`config.mk`:
```
export PLATFORM = sky130hd
export DESIGN_NAME = acq_serial_tx
export DESIGN_NICKNAME = d
export VERILOG_FILES = /design/src/rtl/acq_serial_tx.sv
export SDC_FILE = /design/constraint.sdc
export NUM_CORES = 1
export LEC_CHECK = 0
export ABC_CLOCK_PERIOD_IN_PS = 3900
export BUFFER_PORTS_ARGS = -buffer_cell sky130_fd_sc_hd__buf_2
export CORE_ASPECT_RATIO = 0.9
export CORE_MARGIN = 2
export CORE_UTILIZATION = 63
export CTS_CLUSTER_DIAMETER = 60
export DETAILED_ROUTE_END_ITERATION = 12
export GPL_TIMING_DRIVEN = 0
export PLACE_DENSITY_LB_ADDON = 0.08
export SYNTH_ARGS = -nofsm -noshare
export SYNTH_HDL_FRONTEND = slang
export SYNTH_SLANG_ARGS = --single-unit
```
`constraint.sdc`:
```
create_clock -name clock -period 3.9 [get_ports clock]
set_clock_uncertainty 0.05 [all_clocks]
set_input_delay 0.39 -clock clock [delete_from_list [all_inputs] [get_ports clock]]
set_output_delay 0.39 -clock clock [all_outputs]
set_load 0.01 [all_outputs]
```
`src/rtl/acq_serial_tx.sv`:
```
// Round-robin ADC acquisition controller with an asynchronous serial transmitter.
// Define ACQ_SERIAL_TX_PARITY_EN to insert an even-parity bit before the stop bit.
module acq_serial_tx #(
    parameter int NUM_CH      = 8,
    parameter int DATA_W      = 8,
    parameter int BIT_DIV     = 105,
    parameter int SETTLE_CYC  = 2,
    parameter int EOC_TIMEOUT = 1023,
    localparam int CH_W       = ($clog2(NUM_CH) > 1) ? $clog2(NUM_CH) : 1
) (
    input  logic              clock,
    input  logic              reset_n,
    input  logic              run,
    input  logic              eoc,
    input  logic [DATA_W-1:0] data_in,
    input  logic              dsr,
    output logic              soc,
    output logic              load_dato,
    output logic              mux_en,
    output logic [CH_W-1:0]   canale,
    output logic              data_out,
    output logic              tx_busy,
    output logic              tx_done,
    output logic              error,
    output logic [1:0]        err_code
);

`ifdef ACQ_SERIAL_TX_PARITY_EN
    localparam int PAR_BITS = 1;
`else
    localparam int PAR_BITS = 0;
`endif
    localparam int FRAME_LEN = DATA_W + 2 + PAR_BITS;
    // Everything after the start bit waits in the shift register, stop bit last.
    localparam int SH_W  = FRAME_LEN - 1;
    localparam int DIV_W = $clog2(BIT_DIV);
    localparam int BIT_W = $clog2(FRAME_LEN);
    localparam int TO_W  = $clog2(EOC_TIMEOUT + 1);
    localparam int SET_W = $clog2(SETTLE_CYC + 1);

    localparam logic [1:0] ERR_NONE = 2'b00;
    localparam logic [1:0] ERR_DSR  = 2'b01;
    localparam logic [1:0] ERR_EOC  = 2'b10;

    typedef enum logic [2:0] {
        IDLE, SELECT, SOC, WAIT_EOC, CAPTURE, TX, NEXT
    } state_t;

    state_t            state, state_d;
    logic [SET_W-1:0]  set_cnt, set_cnt_d;
    logic [TO_W-1:0]   to_cnt, to_cnt_d;
    logic [DIV_W-1:0]  div_cnt, div_cnt_d;
    logic [BIT_W-1:0]  bit_cnt, bit_cnt_d;
    logic [SH_W-1:0]   shreg, shreg_d;
    logic [CH_W-1:0]   canale_d;
    logic              soc_d, load_dato_d, mux_en_d, data_out_d;
    logic              tx_busy_d, tx_done_d, error_d;
    logic [1:0]        err_code_d;

    always_comb begin
        // NOTE: every variable gets a default first so no path can infer a latch.
        state_d    = state;
        set_cnt_d  = set_cnt;
        to_cnt_d   = to_cnt;
        div_cnt_d  = div_cnt;
        bit_cnt_d  = bit_cnt;
        shreg_d    = shreg;
        canale_d   = canale;
        data_out_d = 1'b1;
        tx_done_d  = 1'b0;
        error_d    = error;
        err_code_d = err_code;

        unique case (state)
            IDLE: begin
                if (run) state_d = SELECT;
            end
            SELECT: begin
                if (set_cnt == SET_W'(SETTLE_CYC - 1)) begin
                    set_cnt_d = '0;
                    state_d   = SOC;
                end else begin
                    set_cnt_d = set_cnt + SET_W'(1);
                end
            end
            SOC: begin
                to_cnt_d = '0;
                state_d  = WAIT_EOC;
            end
            WAIT_EOC: begin
                // A conversion finishing on the last allowed cycle still counts.
                if (eoc) begin
`ifdef ACQ_SERIAL_TX_PARITY_EN
                    shreg_d = {data_in, ^data_in, 1'b1};
`else
                    shreg_d = {data_in, 1'b1};
`endif
                    to_cnt_d = '0;
                    state_d  = CAPTURE;
                end else if (to_cnt == TO_W'(EOC_TIMEOUT - 1)) begin
                    to_cnt_d   = '0;
                    error_d    = 1'b1;
                    err_code_d = ERR_EOC;
                    state_d    = NEXT;
                end else begin
                    to_cnt_d = to_cnt + TO_W'(1);
                end
            end
            CAPTURE: begin
                if (dsr) begin
                    div_cnt_d  = '0;
                    bit_cnt_d  = '0;
                    data_out_d = 1'b0;
                    state_d    = TX;
                end else begin
                    error_d    = 1'b1;
                    err_code_d = ERR_DSR;
                    state_d    = NEXT;
                end
            end
            TX: begin
                data_out_d = data_out;
                if (div_cnt == DIV_W'(BIT_DIV - 1)) begin
                    div_cnt_d = '0;
                    if (bit_cnt == BIT_W'(FRAME_LEN - 1)) begin
                        data_out_d = 1'b1;
                        tx_done_d  = 1'b1;
                        error_d    = 1'b0;
                        err_code_d = ERR_NONE;
                        state_d    = NEXT;
                    end else begin
                        bit_cnt_d  = bit_cnt + BIT_W'(1);
                        data_out_d = shreg[SH_W-1];
                        shreg_d    = {shreg[SH_W-2:0], 1'b1};
                    end
                end else begin
                    div_cnt_d = div_cnt + DIV_W'(1);
                end
            end
            NEXT: begin
                canale_d = (canale == CH_W'(NUM_CH - 1)) ? '0 : canale + CH_W'(1);
                state_d  = run ? SELECT : IDLE;
            end
            default: state_d = IDLE;
        endcase

        // Strobes are decoded from the next state so the registered outputs line up with it.
        soc_d       = (state_d == SOC);
        mux_en_d    = (state_d == SELECT) || (state_d == SOC) || (state_d == WAIT_EOC);
        load_dato_d = (state_d == CAPTURE);
        tx_busy_d   = (state_d == TX);
    end

    // NOTE: sequential state uses non-blocking assignments only.
    always_ff @(posedge clock or negedge reset_n) begin
        if (!reset_n) begin
            state     <= IDLE;
            set_cnt   <= '0;
            to_cnt    <= '0;
            div_cnt   <= '0;
            bit_cnt   <= '0;
            shreg     <= '0;
            canale    <= '0;
            soc       <= 1'b0;
            load_dato <= 1'b0;
            mux_en    <= 1'b0;
            data_out  <= 1'b1;
            tx_busy   <= 1'b0;
            tx_done   <= 1'b0;
            error     <= 1'b0;
            err_code  <= ERR_NONE;
        end else begin
            state     <= state_d;
            set_cnt   <= set_cnt_d;
            to_cnt    <= to_cnt_d;
            div_cnt   <= div_cnt_d;
            bit_cnt   <= bit_cnt_d;
            shreg     <= shreg_d;
            canale    <= canale_d;
            soc       <= soc_d;
            load_dato <= load_dato_d;
            mux_en    <= mux_en_d;
            data_out  <= data_out_d;
            tx_busy   <= tx_busy_d;
            tx_done   <= tx_done_d;
            error     <= error_d;
            err_code  <= err_code_d;
        end
    end

endmodule

```
==> results of run 1 <==
[final timing paths]
kind | depth (start not counted) | slack [ns] | end | start
worst max-delay path | 6 | 1.99 | shreg[1] | bit_cnt[0]
worst min-delay path | 1 | 0.20 | shreg[4] | reset_n
worst max register to register | 6 | 1.99 | shreg[1] | bit_cnt[0]
worst min register to register | 1 | 0.43 | shreg[0] | shreg[0]
max in group asynchronous | 1 | 2.97 | set_cnt[0] | reset_n
min in group clock | 4 | 0.35 | shreg[4] | data_in[3]
[metal layers]
metal | part of all wire | up-vias | track usage | wire length (um)
met3 | 0.036 | 9 | 0.0484 | 170
met2 | 0.47 | 35 | 0.381 | 2230
met1 | 0.47 | 913 | 0.335 | 2210
met4 | 0.017 | 0 | 0.0711 | 80
li1 | - | 909 | - | -
met5 | 0 | - | 0 | 0
[power by group through the flow]
stage	sequential, uW	clock (uW)	combinational, uW
after global routing	778	330	706
after floorplan	761	0	435
final	752	303	618
after CTS	752	307	622
after detailed placement	761	0	619
after global placement	750	0	601
[placed cells by master, fill, tap and decap left out, types with 2 or more instances in the layout]
cell / Yosys / final
nor3_1: 3 / 3
a31oi_1: 8 / 8
mux2i_1: 2 / 2
dfrtp_1: 46 / 46
clkinv_4: 0 / 2
o21bai_1: 2 / 2
a21oi_1: 8 / 8
nand2b_1: 4 / 4
and3b_1: 2 / 2
nand2_1: 41 / 41
ha_1: 8 / 8
inv_1: 13 / 13
a41oi_1: 2 / 2
mux2_2: 9 / 9
clkbuf_8: 0 / 5
nor2_1: 13 / 13
buf_4: 2 / 2
o22a_1: 2 / 2
o22ai_1: 2 / 2
o21ai_0: 19 / 19
nor4_1: 2 / 2
nand3_1: 6 / 6
nor3_4: 3 / 3
buf_2: 4 / 28
a2bb2oi_1: 2 / 2
and3_1: 3 / 3
o21ai_1: 5 / 5
xnor2_1: 2 / 2
nor2b_1: 5 / 5
nand4_1: 3 / 3
[registers in the layout (all words and copies together), names as in the netlist]
register / cells
bit_cnt: 4
canale: 3
data_out: 1
div_cnt: 7
err_code: 2
error: 1
load_dato: 1
mux_en: 1
set_cnt: 2
shreg: 9
soc: 1
state: 3
to_cnt: 10
tx_busy: 1
tx_done: 1
[per-stage QoR]
stage	std cells	hold WS, ns	utilization	worst slack, ns	total power, uW
6_report	321	0.203	0.724	1.99	1670
3_5_place_dp	313	0.415	0.699	2.00	1380
3_3_place_gp	313	0.409	0.699	2.01	1350
5_1_grt	321	0.299	0.724	1.76	1810
2_1_floorplan	243	0.0444	-	2.17	1200
4_1_cts	321	0.237	0.724	1.99	1680
[synth_stat cells (2+ instances only)]
cell type	instances
nor3_4	3
o22a_1	2
o21bai_1	2
inv_1	13
mux2_2	9
o21ai_0	19
and3_1	3
nor2b_1	5
and3b_1	2
nor2_1	13
buf_2	4
xnor2_1	2
nand4_1	3
nand3_1	6
a21oi_1	8
a2bb2oi_1	2
nor4_1	2
dfrtp_1	46
ha_1	8
a41oi_1	2
nand2_1	41
a31oi_1	8
buf_4	2
mux2i_1	2
o21ai_1	5
o22ai_1	2
nand2b_1	4
nor3_1	3
[worst reg2reg max path: stages (launching register included)]
cell and delay (ns):
dfrtp_1 0.43, ha_1 0.20, and3b_1 0.23, nor3_4 0.22
nand2_2 0.13, o21ai_4 0.16, mux2_2 0.39
[cells by family after synthesis]
logic type / Yosys count / synth area share
mux: 11 / 0.0503
flops: 47 / 0.488
fa+ha+maj: 8 / 0.0415
buf+inv: 21 / 0.0410
xor+xnor: 3 / 0.0109
compound gates: 57 / 0.146
simple gates: 96 / 0.222
[layout make-up]
| class | instances | area, sq um | share of cell area |
|---|---|---|---|
| Tap cell | 46 | 57.6 | 0.0215 |
| Buffer | 8 | 50.0 | 0.0187 |
| Inverter | 13 | 48.8 | 0.0182 |
| Timing Repair Buffer | 24 | 120 | 0.0448 |
| Clock buffer | 5 | 68.8 | 0.0257 |
| Clock inverter | 3 | 25.0 | 0.00933 |
| Multi-Input combinational cell | 175 | 1130 | 0.423 |
| Sequential cell | 47 | 1180 | 0.439 |
==> out/metrics.cfg, run 1 <==
[clock_tree]
postCtsHoldBufs=0
htreeDepth=2
inserted_clock_buffers=5
clockRootBuffer=clkbuf_8
max_buffers_root_to_sink=2
clk_latency_ns=0.30
tritoncts=yes
post-cts-setup-buffer-count=0
cts.sinks=47
clk_transition_reported_paths_ns=0.09
cts.repair.resized=0

[route]
detailedRoute.firstPassIterationCount=4
drt-total-wl_um=4690
detail_route.vias_per_cell=5.81
detail-route-antenna-nets=0
dr_total_vias=1866
routedWlPerCell_um=14.6
dr.first_iter.drc_count=77
route.detailed.drc=0

[job]
maxCapViolations=0

[logic_synthesis]
yosysUniqueCellTypes=50
ys_warn_count=0
postSynth.asyncResetShare=1.00
yosysSeqAreaShare=0.488
yosysTopAreaCellShare=0.477
syn-mean-instance-area_sq_um=9.92
synth_top_area_cell=dfrtp_1
synth.cell_area_sq_um=2410
ys_dominant_reg_cell=dfrtp_1
postSynthRegisterBits=47
synth_cells=243
number_of_enable_flip_flop_cells_after_synthesis=0
synthTopCellsByArea=dfrtp_1 48%, nand2_1 6.4%, mux2_2 4.2%, ha_1 4.2%, o21ai_0 3.9%
synth.net_count=264

[setup_path]
crit_family=simple AND/OR/NAND/NOR gates
cell_by_cell_trace_of_the_critical_path=ha_1 > and3b_1 > nor3_4 > nand2_2 > o21ai_4 > mux2_2
crit_path_start_kind=register
cp-end-kind=register
timing.critical_path.required_ns=4.04
critical_path.max_stage_delay_ns=0.43
critical_path_arrival_ns=2.05
timing.setup.critical_path_class=reg2reg
timing.critical_path.buf_inv=0
crit_slowest_cell=dfrtp_1
crit_fanout=9

[placed_design]
placedInstanceArea_sq_um=2590
gp_congestion=0.838
io_buffers=24
dp_hpwl_um=3260

[floorplan]
floorplan_die_height_um=62.7
design.core.area_sq_um=3700
top_level_ports=25
start_util=0.651
fp.dieArea_sq_um=4340
row_count=21
die_w_um=69.2

[sta]
unrepaired_setup_endpoints_after_global_routing=no
fin_crit_sh=0.490
setup_tns_ns=0
max_freq_mhz=523
slew_violations=0
tightest_slew_ns=1.01
timing.final.setup_violations=0
max_slew_margin=0.324
post-route-min-period_ns=1.91
final-hold-violation-count=0

[power_and_ir_drop]
switching_power_uw=626
static-leakage-power_uw=0.00127
power.switching_fraction=0.374
vdd.ir_drop.worst_mv=0.400
power.share.sequential=0.449
clkPwrFrac=0.181
intPower_uw=1050
cellPowerDensity_nw_per_um2=624
part_of_the_total_power_dissipated_in_combinational_logic=0.369

[global_routing]
first_global_vias=1839
globalRouteTotalUtil=0.239
wire_length_of_the_first_global_routing_pass_um=8330
grt_max_degree=48
number_of_antenna_violations_at_the_first_check_in_global_routing=0
grt-ovfl-total=0

[outcome]
run_status=complete, no violations

[layout]
layout.cell_area.non_filler_sq_um=2680
nNetsFinal=295
filler_cell_count=299
antenna_cells=0
layout-area-overhead-vs-synth_pct=11.3
layout-drive-gt1-share=0.215

[min_path]
timing.hold.worst.class=in2async

(Power assumes the default switching activity.)
==> run 2, diff against run 1 <==
- ABC_CLOCK_PERIOD_IN_PS: 3900 -> 2000
- CORE_UTILIZATION: 63 -> 58
- clock period: 3.9 -> 2 ns (I/O delays scaled with it)
==> out/metrics.cfg, run 2 (synthesis gave the netlist of run 1 again) <==
[outcome]
run_status=complete, no violations

[power_and_ir_drop]
cellPowerDensity_nw_per_um2=1270
vdd.ir_drop.worst_mv=0.824
static-leakage-power_uw=0.00130

[setup_path]
timing.critical_path.buf_inv=0
timing.setup.critical_path_class=reg2reg
timing.critical_path.required_ns=2.13
critical_path_arrival_ns=2.00
critical_path.max_stage_delay_ns=0.43
cp-end-kind=register
cell_by_cell_trace_of_the_critical_path=ha_1 > and3b_1 > nor3_4 > nand2_2 > o21ai_4 > mux2_2
crit_slowest_cell=dfrtp_1
crit_family=simple AND/OR/NAND/NOR gates
crit_fanout=9
crit_path_start_kind=register

[route]
routed_met1_length_um=2210
route.detailed.drc=0
detail_route.vias_per_cell=5.71
met3_length_um=167
route.met2.wl_um=2140
route.top_layer_used=met4
drt-total-wl_um=4550
dr_total_vias=1851
detailedRoute.firstPassIterationCount=4
dr.first_iter.drc_count=112
routedWlPerCell_um=14.1
detail-route-antenna-nets=0

[layout]
antenna_cells=0
largest_register_ff_count=10
layoutNonFillerInstCount=324
biggest_regs=to_cnt (10), shreg (9), div_cnt (7)
layout.cell_area.non_filler_sq_um=2730
top_register=to_cnt
layout-drive-gt1-share=0.217
most_frequent_standard_cell_in_the_layout_excluding_fill_and_tap_cells=dfrtp_1
nNetsFinal=296
layout-area-overhead-vs-synth_pct=13.4
filler_cell_count=337
highest_count_cells_in_the_layout_ignoring_fill_and_taps=46 x dfrtp_1, 41 x nand2_1, 28 x buf_2

[floorplan]
die_w_um=72.0
floorplan_die_height_um=65.2
fp.dieArea_sq_um=4690
top_level_ports=25
row_count=22
design.core.area_sq_um=4050
start_util=0.596

[sta]
final-hold-violation-count=0
hold_slack_final_ns=0.0135
post-route-min-period_ns=1.87
setup_tns_ns=0
max_slew_margin=0.339
postLayoutSetupSlackWorst_ns=0.133
unrepaired_setup_endpoints_after_global_routing=no
slew_violations=0
timing.final.setup_violations=0
fin_crit_sh=0.934
max_freq_mhz=536
tightest_slew_ns=0.991

[global_routing]
grt-ovfl-total=0
wire_length_of_the_first_global_routing_pass_um=7950
first_global_vias=1765
number_of_antenna_violations_at_the_first_check_in_global_routing=0
globalRouteTotalUtil=0.217
grt_max_degree=48

[min_path]
timing.hold.worst.class=in2async

[placed_design]
dp_hpwl_um=3160
gp_congestion=0.818
io_buffers=24
placedInstanceArea_sq_um=2590
pre_cts_ws_ns=0.0854
place_inst=315

[job]
maxCapViolations=0

[clock_tree]
max_buffers_root_to_sink=2
cts.sinks=47
clk_transition_reported_paths_ns=0.08
clk_latency_ns=0.29
inserted_clock_buffers=5
htreeDepth=2
postCtsHoldBufs=0
tritoncts=yes
clockRootBuffer=clkbuf_8

run 2: through the flow:
stage | total power, uW | util
finish | 3480 | 0.676
global route | 3740 | 0.676
CTS | 3500 | 0.673
detailed placement | 2690 | 0.640
global placement | 2650 | 0.640
floorplan | 2330 | -
run 2: path summary, 6_finish.rpt:
| check | start | endpoint | slack, ns | cells past startpoint |
|---|---|---|---|---|
| setup / recovery | bit_cnt[0] | shreg[2] | 0.13 | 6 |
| hold / removal | reset_n | shreg[5] | 0.01 | 1 |
| setup reg to reg | bit_cnt[0] | shreg[2] | 0.13 | 6 |
| hold reg to reg | div_cnt[6] | div_cnt[6] | 0.43 | 1 |
| max in group asynchronous | reset_n | div_cnt[0] | 1.27 | 1 |
| min in group clock | data_in[7] | shreg[8] | 0.16 | 3 |
run 2: repair_timing:
action                     CTS  global route
setup endpoints to repair    0             9
gates resized for setup      0             1
buffers inserted             0             1
run 2: layer usage:
| metal | GRT usage | vias up |
|---|---|---|
| met1 | 0.299 | 887 |
| met5 | 0 | - |
| li1 | - | 918 |
| met2 | 0.347 | 42 |
| met4 | 0.0708 | 0 |
| met3 | 0.0429 | 4 |
run 2: final cells by class:
type                            instances  area (sq um)  share of cell area
Sequential cell                        47          1180               0.431
Multi-Input combinational cell        175          1140               0.416
Timing Repair Buffer                   25           128              0.0467
Clock buffer                            6          72.6              0.0265
Clock inverter                          2          60.1              0.0220
Tap cell                               48          60.1              0.0220
Buffer                                  8          50.0              0.0183
Inverter                               13          48.8              0.0178
run 2: worst register-to-register path, cell delays in order, from the launching register on:
cell,delay (ns)
dfrtp_1,0.43
ha_1,0.21
and3b_1,0.23
nor3_4,0.20
nand2_2,0.11
o21ai_4,0.15
mux2_2,0.38
run 2: power breakdown:
| group | switching [uW] | total [uW] | internal [uW] |
|---|---|---|---|
| combinational | 675 | 1220 | 540 |
| clock | 308 | 807 | 499 |
| sequential | 205 | 1460 | 1260 |
| total | 1190 | 3480 | 2300 |
